<file path="config.mk">
export PLATFORM = sky130hd
export DESIGN_NAME = bp_stream_out_arbiter
export DESIGN_NICKNAME = d
export VERILOG_FILES = /design/src/rtl/bp_stream_out_arbiter.sv
export SDC_FILE = /design/constraint.sdc
export NUM_CORES = 1
export LEC_CHECK = 0
export BUFFER_PORTS_ARGS = -buffer_cell sky130_fd_sc_hd__buf_2
export CAP_MARGIN = 25
export CORE_MARGIN = 4
export CORE_UTILIZATION = 45
export DETAILED_ROUTE_END_ITERATION = 12
export PLACE_DENSITY = 0.9
export SYNTH_ARGS = -nofsm -noshare
export SYNTH_HDL_FRONTEND = slang
export SYNTH_SLANG_ARGS = --single-unit
</file>
<file path="constraint.sdc">
create_clock -name clk_i -period 3.3 [get_ports clk_i]
set_input_delay 0.495 -clock clk_i [delete_from_list [all_inputs] [get_ports clk_i]]
set_output_delay 0.495 -clock clk_i [all_outputs]
set_load 0.02 [all_outputs]
</file>
<file path="src/rtl/bp_stream_out_arbiter.sv">
// Packet-locked round-robin arbiter that merges several on-chip beat streams
// onto one registered host-bound stream, with forced termination of overlong packets.
module bp_stream_out_arbiter #(
  parameter int num_src_p           = 3,
  parameter int stream_data_width_p = 32,
  parameter int max_beats_p         = 16
) (
  input  logic                                     clk_i,
  input  logic                                     reset_i,
  input  logic [num_src_p-1:0]                     src_v_i,
  input  logic [num_src_p*stream_data_width_p-1:0] src_data_i,
  input  logic [num_src_p-1:0]                     src_last_i,
  output logic [num_src_p-1:0]                     src_yumi_o,
  output logic                                     stream_v_o,
  output logic [stream_data_width_p-1:0]           stream_data_o,
  output logic                                     stream_last_o,
  input  logic                                     stream_ready_i,
  output logic [$clog2(num_src_p)-1:0]             grant_id_o,
  output logic                                     busy_o,
  output logic                                     err_o
);

  localparam int id_w  = $clog2(num_src_p);
  localparam int cnt_w = $clog2(max_beats_p + 1);

  localparam logic [0:0] e_idle = 1'b0;
  localparam logic [0:0] e_lock = 1'b1;

  logic [0:0]       state_r;
  logic [id_w-1:0]  rr_ptr_r;
  logic [id_w-1:0]  grant_id_r;
  logic [cnt_w-1:0] beat_cnt_r;
  logic             err_r;

  logic                           load_en;
  logic                           sel_found;
  logic [id_w-1:0]                sel_id;
  logic [id_w-1:0]                cand;
  int                             idx;
  logic                           accept;
  logic [stream_data_width_p-1:0] sel_data;
  logic                           sel_last;
  logic [cnt_w-1:0]               next_cnt;
  logic                           overrun;
  logic                           end_pkt;

  // The output slot can take a new beat whenever it is empty or draining this cycle.
  assign load_en = ~stream_v_o | stream_ready_i;

  // NOTE: every variable written here gets a default first so no latch is inferred.
  always_comb begin
    sel_found = 1'b0;
    sel_id    = '0;
    cand      = '0;
    idx       = 0;
    if (state_r == e_lock) begin
      sel_found = src_v_i[grant_id_r];
      sel_id    = grant_id_r;
    end else begin
      for (int k = 1; k <= num_src_p; k++) begin
        idx = int'(rr_ptr_r) + k;
        if (idx >= num_src_p) idx = idx - num_src_p;
        cand = id_w'(idx);
        if (!sel_found && src_v_i[cand]) begin
          sel_found = 1'b1;
          sel_id    = cand;
        end
      end
    end
  end

  assign accept   = sel_found & load_en & reset_i;
  assign sel_data = src_data_i[sel_id*stream_data_width_p +: stream_data_width_p];
  assign sel_last = src_last_i[sel_id];
  assign next_cnt = (state_r == e_lock) ? beat_cnt_r + cnt_w'(1) : cnt_w'(1);

  // A locked packet reaching the beat limit without its own last flag is cut here.
  assign overrun  = (state_r == e_lock) && (next_cnt == cnt_w'(max_beats_p)) && !sel_last;
  assign end_pkt  = sel_last | overrun | (max_beats_p == 1);

  assign src_yumi_o = accept ? ({{(num_src_p-1){1'b0}}, 1'b1} << sel_id) : '0;

  // NOTE: sequential state uses non-blocking assignments only, so every flop
  // samples pre-edge values regardless of block ordering.
  always_ff @(posedge clk_i) begin
    if (!reset_i) begin
      stream_v_o    <= 1'b0;
      stream_data_o <= '0;
      stream_last_o <= 1'b0;
      state_r       <= e_idle;
      beat_cnt_r    <= '0;
      err_r         <= 1'b0;
      rr_ptr_r      <= id_w'(num_src_p - 1);
      grant_id_r    <= id_w'(num_src_p - 1);
    end else begin
      if (load_en) begin
        stream_v_o <= accept;
        if (accept) begin
          stream_data_o <= sel_data;
          stream_last_o <= end_pkt;
        end
      end
      if (accept) begin
        grant_id_r <= sel_id;
        beat_cnt_r <= next_cnt;
        if (end_pkt) begin
          state_r  <= e_idle;
          rr_ptr_r <= sel_id;
        end else begin
          state_r  <= e_lock;
        end
        if (overrun) err_r <= 1'b1;
      end
    end
  end

  assign grant_id_o = grant_id_r;
  assign busy_o     = (state_r == e_lock);
  assign err_o      = err_r;

endmodule

</file>
==> impl_metrics.yaml, run 1 <==
sta:
  setup-violations-final: 0
  period_share: 0.945
  timing.max_slew.rel_slack: 0.644
  rsz0062_at_grt: "no"
  clock.fmax_ghz: 0.321
  hold_viol: 0
  setup_slack_ns: 0.181
  finalSetupTns_ns: 0
  report.final.slew_viol_count: 0
  skew_ns: 0.00383
  tightest_slew_ns: 0.534
  fin_crit_ns: 3.12
logic_synthesis:
  synth_cell_type_count: 51
  synth-edff-count: 0
  yosys_warnings: 0
  synth_area_um2: 2700
  synth.avg_cell_area_um2: 8.92
  yosysTopAreaCellShare: 0.333
  synth.most_common_cell: "dfxtp_1"
  synth_flop_cell: "dfxtp_1"
  synth.top_cells.by_count: "45 x dfxtp_1, 25 x nand3_1, 21 x o21ai_1"
  syn-num-nets: 413
  synth-seq-cells: 45
  synth_cells: 303
  synth.yosys.seq_area_share: 0.333
  async_flop_share: 0
  synthTopCellsByArea: "dfxtp_1 33%, mux2i_1 7.4%, mux2_2 5.4%"
  synth_area_leader_cell: "dfxtp_1"
global_routing:
  grt_max_degree: 44
  grt_use_met3: 0.0621
  busiest_layer: "met2"
  grt_pass1_vias: 2758
  overflow: 0
  grtUsageTotal: 0.206
  antenna_found_initial: 0
  grtUsageMet2: 0.374
  grt_pass1_wl_um: 12400
  grt_use_met1: 0.230
critical_path:
  cp.arrival_ns: 2.62
  path_class: "flop to output pin"
  cp_cell_sequence: "inv_1 > ha_2 > nand2b_1 > a21oi_1 > a2111o_1 > and3_1 > and3_1 > buf_2"
  path_delay_family: "simple AND/OR/NAND/NOR gates"
  required_ns: 2.80
  regToRegStartpoint: "rr_ptr_r[0]$_SDFFE_PN0P_"
  worstSetupStartpointType: "flop"
  cp_common_cell: "and3_1"
  crit_buf_inv: 2
  crit_path_max_fanout: 12
  cpPeakStageDelay_ns: 0.47
  end_kind: "output pin"
  critPathLaunch: "rr_ptr_r[0]$_SDFFE_PN0P_"
  slowest_stage: "ha_2"
floorplan:
  start_util: 0.476
  rows: 27
  fp.dieW_um: 85.5
  die-area_um2: 7310
  die-height_um: 85.5
  fp.coreArea_um2: 5680
  io_pins: 146
power_and_ir_drop:
  clkPwrFrac: 0.094
  switching_share: 0.462
  total_leakage_power_uw: 0.00173
  combPwrFrac: 0.643
  pwr-share-seq: 0.263
  p_int_uw: 1740
  p_sw_uw: 1490
  vdd_drop_max_uv: 449
  power_density_nw_per_um2: 923
placement:
  port_buffers: 145
  placed_area_um2: 3420
  place.gp.congestion: 0.872
  dpl.hpwl_um: 5980
  pre_cts_slack_ns: 0.346
flow_run:
  cap_violations: 0
layout:
  finalNetCount: 545
  final_area_um2: 3500
  drive_above_1_share: 0.410
  utilization: 0.617
  n_fill_cell: 489
  multiInputGateArea_um2: 1630
  syn2layout_area_growth_pct: 29.6
  seq_area_um2: 901
  antenna-diode-count: 0
routing:
  firstDrtPassIters: 4
  num_vias: 2789
  wl_per_cell_um: 15.3
  first_iter_violations: 129
  drcViolationCount: 0
  wl_um: 7750
  ant_nets: 0
  viasPerCell: 5.51
clock_network:
  cts_sinks: 45
  cts_setup_buffers: 0
  cts_htree_levels: 2
  clk_pin_slew_ns: 0.07
  cts_tree: "built"
  clk_latency_ns: 0.28
  cts-root-buf: "clkbuf_8"
  clockBufferDepth: 2
  cts_buffers: 5
hold_path:
  min_path_type: "flop to flop"
  min_from: "stream_data_o[17]$_SDFFE_PN0P_"
status:
  status: "completed"
[metrics by stage]
| step | instances | total power (µW) | hold WS, ns |
|---|---|---|---|
| CTS | 506 | 3250 | 0.462 |
| global placement | 500 | 2860 | 0.445 |
| finish | 506 | 3230 | 0.461 |
| floorplan | 303 | 2500 | 0.475 |
| global route | 506 | 3470 | 0.484 |
| detailed placement | 500 | 2930 | 0.451 |
[cell families after synthesis]
logic type | Yosys count | synth area share
flip-flops | 45 | 0.333
XOR/XNOR | 3 | 0.00973
AO/OA/AOI/OAI | 97 | 0.257
AND/OR/NAND/NOR | 80 | 0.152
buffers and inverters | 33 | 0.0658
multiplexers | 40 | 0.159
adder cells (fa/ha/maj) | 5 | 0.0232
[layout by cell type (no fill, tap or decap), types with 4 or more instances in the layout]
| cell type | count |
|---|---|
| buf_2 | 145 |
| dfxtp_1 | 45 |
| nand3_1 | 24 |
| o21ai_1 | 21 |
| mux2i_1 | 20 |
| a22oi_1 | 19 |
| nor2_1 | 17 |
| nand2_1 | 15 |
| a31o_1 | 14 |
| mux2_2 | 13 |
| a211oi_1 | 13 |
| buf_4 | 8 |
| nor2b_1 | 7 |
| mux2_1 | 6 |
| inv_1 | 5 |
| clkbuf_8 | 5 |
| a21oi_1 | 4 |
| and3_1 | 4 |
| o21ai_0 | 4 |
| ha_1 | 4 |
[final cells by class]
cell class                 count  share of cell area
clock inverter                 1             0.00143
multi-input combinational    225               0.466
tap                           72              0.0257
clock buffer                   5              0.0197
sequential                    45               0.257
timing repair buffer         153               0.224
inverter                       5             0.00536
[worst reg2reg max path, stage by stage (launching register included)]
cell and delay [ns]:
dfxtp_1 0.42, inv_1 0.12, ha_2 0.39, or3b_1 0.40, a21oi_1 0.16, o31a_1 0.13
a21o_1 0.11, buf_4 0.27, mux2_4 0.36, a31o_1 0.25, mux2i_1 0.13
[routing by layer]
| metal | up-vias | wire length, µm |
|---|---|---|
| met3 | 9 | 534 |
| met2 | 91 | 4030 |
| met5 | - | 0 |
| li1 | 1396 | - |
| met4 | 0 | 81 |
| met1 | 1293 | 3110 |
[state kept, by name (all words and copies together) (netlist names)]
register,count
stream_v_o,1
stream_last_o,1
rr_ptr_r,2
grant_id_o,2
busy_o,1
err_o,1
beat_cnt_r,5
stream_data_o,32
[what timing repair did]
| item | 4_1_cts | 5_1_grt |
|---|---|---|
| hold buffers | 0 | 0 |
| gates resized for setup | 0 | 1 |
| endpoints found under the setup margin | 0 | 2 |
[power groups by stage]
| stage | registers (µW) | logic (µW) | clock network [µW] |
|---|---|---|---|
| floorplan | 1040 | 1460 | 0 |
| global placement | 852 | 2010 | 0 |
| detailed placement | 860 | 2070 | 0 |
| CTS | 852 | 2080 | 317 |
| global route | 877 | 2260 | 335 |
| finish | 851 | 2080 | 304 |
[worst paths after layout]
kind,endpoint,slack (ns),cells after the start
min reg2reg,stream_data_o[17]$_SDFFE_PN0P_,0.46,2
max reg2reg,rr_ptr_r[0]$_SDFFE_PN0P_,0.44,10
min,stream_data_o[17]$_SDFFE_PN0P_,0.46,2
max,src_yumi_o[1],0.18,8
No activity file was read; power rests on OpenSTA's default activity.
==> run 2: changes to the inputs <==
Settings changed: CORE_MARGIN 4 to not set.
==> run 2 against run 1 <==
Net effect:
- die area is 14% lower
- clock skew rose by 0.0051 ns
- total power rose by 4.0%
- worst hold slack improved by 0.0012 ns
- sequential cell count is the same
- non-clock buffer count is the same
==> impl_metrics.yaml, run 2 (same netlist as run 1, synthesis figures left out) <==
layout:
  instances_no_fill: 508
  largest-register: "stream_data_o"
  layout_commonest_cell: "buf_2"
  seq_area_um2: 901
  largest_reg_flops: 32
  n_fill_cell: 490
  antenna-diode-count: 0
  multiInputGateArea_um2: 1630
  top_regs: "stream_data_o (32), beat_cnt_r (5)"
  finalNetCount: 545
  drive_above_1_share: 0.413
  final_cell_mix: "145 x buf_2, 45 x dfxtp_1, 24 x nand3_1"
  syn2layout_area_growth_pct: 31.2
clock_network:
  cts_buffers: 5
  cts-root-buf: "clkbuf_8"
  cts_sinks: 45
  clockBufferDepth: 2
  cts_setup_buffers: 0
  cts_htree_levels: 2
  cts_resized: 0
  cts_tree: "built"
  ctsHoldBuffers: 0
  clk_latency_ns: 0.30
  clk_pin_slew_ns: 0.08
floorplan:
  die-area_um2: 6320
  io_pins: 146
  die-height_um: 79.5
  start_util: 0.479
  fp.dieW_um: 79.5
  rows: 27
  fp.coreArea_um2: 5640
routing:
  num_vias: 2788
  wl_um: 7510
  drcViolationCount: 0
  ant_nets: 0
  wl_per_cell_um: 14.8
  firstDrtPassIters: 5
  first_iter_violations: 152
  viasPerCell: 5.49
critical_path:
  worstSetupStartpointType: "flop"
  path_class: "flop to output pin"
  required_ns: 2.80
  crit_path_max_fanout: 12
  end_kind: "output pin"
  cp.arrival_ns: 2.60
power_and_ir_drop:
  power_density_nw_per_um2: 948
  vdd_drop_max_uv: 524
  total_leakage_power_uw: 0.00175
placement:
  port_buffers: 145
  pre_cts_slack_ns: 0.369
  dp.cells: 500
  place.gp.congestion: 0.853
  dpl.hpwl_um: 5630
global_routing:
  antenna_found_initial: 0
  grt_pass1_vias: 2679
  grt_max_degree: 35
  busiest_layer: "met2"
  grt_use_met3: 0.0594
  grt_use_met1: 0.271
  grtUsageMet2: 0.438
  grt_pass1_wl_um: 12100
  overflow: 0
  grtUsageTotal: 0.243
flow_run:
  cap_violations: 0
sta:
  period_share: 0.938
  timing.max_slew.rel_slack: 0.654
  hold_viol: 0
  tightest_slew_ns: 0.519
  setup-violations-final: 0
  report.final.slew_viol_count: 0
  clock.fmax_ghz: 0.323
  rsz0062_at_grt: "no"
  setup_slack_ns: 0.203
  fin_crit_ns: 3.10
  skew_ns: 0.00895
  finalSetupTns_ns: 0
hold_path:
  min_path_type: "flop to flop"
status:
  status: "completed"
run 2: changes by cell type in the layout (fill, tap and decap cells not counted), sizes merged:
cell	before	now
clkbuf	5	7
bufinv	0	1
clkinv	1	0
run 2: final timing paths:
kind                             startpoint                        endpoint  slack (ns)  cells after the start
max reg2reg        rr_ptr_r[0]$_SDFFE_PN0P_        rr_ptr_r[1]$_SDFFE_PN1P_        0.45                      9
min          stream_data_o[17]$_SDFFE_PN0P_  stream_data_o[17]$_SDFFE_PN0P_        0.46                      2
min reg2reg  stream_data_o[17]$_SDFFE_PN0P_  stream_data_o[17]$_SDFFE_PN0P_        0.46                      2
max                rr_ptr_r[0]$_SDFFE_PN0P_                   src_yumi_o[1]        0.20                      8
run 2: routing by layer:
layer  share of wire  vias up
met4           0.025        0
li1                -     1392
met2            0.51      117
met1            0.40     1259
met3           0.064       20
met5               0        -
run 2: layout make-up:
cell class	count	area share
Tap cell	72	0.0254
Sequential cell	45	0.254
Multi-Input combinational cell	225	0.461
Timing Repair Buffer	153	0.222
Inverter	5	0.00529
Clock inverter	1	0.00847
Clock buffer	7	0.0244
run 2: critical path, stage by stage (launching register included):
cell      delay, ns
dfxtp_1        0.41
inv_1          0.13
ha_2           0.46
nand2b_1       0.16
a21oi_1        0.12
a2111o_1       0.45
and3_1         0.24
and3_1         0.19
buf_2          0.16
run 2: stage by stage:
stage | hold WS (ns) | cell area, µm² | total power (µW) | util
CTS | 0.461 | 3540 | 3370 | 0.628
floorplan | 0.475 | 2700 | 2500 | -
global placement | 0.447 | 3430 | 2870 | 0.607
global route | 0.465 | 3540 | 3610 | 0.628
detailed placement | 0.451 | 3430 | 2930 | 0.607
finish | 0.462 | 3540 | 3360 | 0.628
run 2: power breakdown:
part / switching, µW / total [µW] / internal (µW)
clock network: 179 / 426 / 247
registers: 124 / 856 / 732
logic: 1210 / 2080 / 870
==> run 3: changes to the inputs <==
Settings changed: PLACE_DENSITY 0.9 to 0.91.
==> run 3 against run 2 <==
Net effect:
- maximum frequency is 0.28% higher
- clock power fell by 30%
- critical path depth unchanged
- highest routed layer unchanged
- clock-buffer cell count down 2
- sequential share of layout area is 0.31 points higher
- global-route usage is 0.77 points lower
- combinational power hardly changed
- die area stayed put
- final area decreased by 1.2%
- final cell count is 0.39% lower
- sequential power about the same
==> impl_metrics.yaml, run 3 (same netlist as run 1, synthesis figures left out) <==
clock_network:
  clockBufferDepth: 2
  cts_buffers: 5
  clk_latency_ns: 0.28
  cts_tree: "built"
  cts-root-buf: "clkbuf_8"
  cts_sinks: 45
  clk_pin_slew_ns: 0.08
  cts_htree_levels: 2
  ctsHoldBuffers: 0
sta:
  timing.max_slew.rel_slack: 0.620
  report.final.slew_viol_count: 0
  clock.fmax_ghz: 0.324
  rsz0062_at_grt: "no"
  fin_crit_ns: 3.09
  finalSetupTns_ns: 0
  skew_ns: 0.00967
  period_share: 0.936
  tightest_slew_ns: 0.570
  hold_viol: 0
  setup-violations-final: 0
critical_path:
  r2r_slack_ns: 0.47
  cpPeakStageDelay_ns: 0.46
  end_kind: "output pin"
  slowest_stage: "a2111o_1"
  cp.arrival_ns: 2.59
  worstSetupStartpointType: "flop"
  required_ns: 2.80
  path_delay_family: "simple AND/OR/NAND/NOR gates"
  path_class: "flop to output pin"
  crit_buf_inv: 2
  crit_path_max_fanout: 12
  cp_cell_sequence: "inv_1 > ha_2 > nand2b_1 > a21oi_1 > a2111o_1 > and3_1 > and3_1 > buf_2"
  cp_common_cell: "and3_1"
power_and_ir_drop:
  vdd_drop_max_uv: 523
  power_density_nw_per_um2: 923
  total_leakage_power_uw: 0.00173
layout:
  final_area_um2: 3500
  drive_above_1_share: 0.412
  largest_reg_flops: 32
  syn2layout_area_growth_pct: 29.6
  final_cell_mix: "145 x buf_2, 45 x dfxtp_1, 24 x nand3_1"
  finalNetCount: 545
  utilization: 0.621
  layout_commonest_cell: "buf_2"
  antenna-diode-count: 0
  largest-register: "stream_data_o"
  top_regs: "stream_data_o (32), beat_cnt_r (5)"
  instances_no_fill: 506
placement:
  dpl.hpwl_um: 5590
  port_buffers: 145
  dp.cells: 500
  placed_area_um2: 3430
  place.gp.congestion: 0.882
floorplan:
  start_util: 0.479
  fp.dieW_um: 79.5
  fp.coreArea_um2: 5640
  rows: 27
  die-height_um: 79.5
  io_pins: 146
  die-area_um2: 6320
routing:
  drcViolationCount: 0
  firstDrtPassIters: 4
  wl_per_cell_um: 14.6
  viasPerCell: 5.48
  num_vias: 2773
  first_iter_violations: 89
  ant_nets: 0
  wl_um: 7370
global_routing:
  grt_pass1_wl_um: 11900
  overflow: 0
  antenna_found_initial: 0
  grtUsageTotal: 0.236
  grt_pass1_vias: 2731
  grt_max_degree: 35
status:
  status: "completed"
flow_run:
  cap_violations: 0
hold_path:
  min_path_type: "flop to flop"
==> run 3: area by class of cell <==
| cell class | count | area, µm² |
|---|---|---|
| Inverter | 5 | 18.8 |
| Multi-Input combinational cell | 225 | 1630 |
| Sequential cell | 45 | 901 |
| Clock buffer | 5 | 68.8 |
| Fill cell | 475 | 2140 |
| Timing Repair Buffer | 153 | 786 |
| Tap cell | 72 | 90.1 |
| Clock inverter | 1 | 5.00 |
==> run 3: metrics by stage <==
step           setup slack, ns  hold WS, ns  power (µW)
3_3_place_gp             0.539        0.445        2850
2_1_floorplan            0.537        0.475        2500
5_1_grt                 0.0631        0.480        3480
4_1_cts                  0.139        0.463        3240
3_5_place_dp             0.386        0.452        2940
6_report                 0.212        0.461        3230
==> run 3: report_power, final <==
| part | switching (µW) | internal (µW) | total [µW] |
|---|---|---|---|
| combinational | 1210 | 869 | 2080 |
| clock | 160 | 139 | 299 |
| sequential | 123 | 733 | 855 |
==> run 3: path summary, 6_finish.rpt <==
| kind | from | endpoint | depth (start not counted) |
|---|---|---|---|
| max | rr_ptr_r[0]$_SDFFE_PN0P_ | src_yumi_o[1] | 8 |
| min | stream_data_o[12]$_SDFFE_PN0P_ | stream_data_o[12]$_SDFFE_PN0P_ | 2 |
| max reg2reg | rr_ptr_r[0]$_SDFFE_PN0P_ | stream_data_o[1]$_SDFFE_PN0P_ | 10 |
| min reg2reg | stream_data_o[12]$_SDFFE_PN0P_ | stream_data_o[12]$_SDFFE_PN0P_ | 2 |
==> run 3: timing repair <==
item                       CTS  global route
setup endpoints to repair    0             2
setup buffers                0             0
gates resized for setup      0             1
==> run 3: worst register-to-register path, cell delays in order, from the launching register on <==
cell and delay [ns]:
dfxtp_1 0.41, inv_1 0.12, ha_2 0.38, or3b_1 0.41, a21oi_1 0.19, o31a_1 0.13
a21o_2 0.16, buf_4 0.30, mux2_2 0.38, a22oi_1 0.15, o21ai_1 0.07
==> run 3: layer usage <==
metal  vias up  share of wire  routed length [µm]  track usage
li1       1396              -                   -            -
met3         6          0.057                 420       0.0480
met5         -              0                   0            0
met1      1270           0.42                3090        0.265
met2       101           0.52                3790        0.444
met4         0         0.0079                  58       0.0618
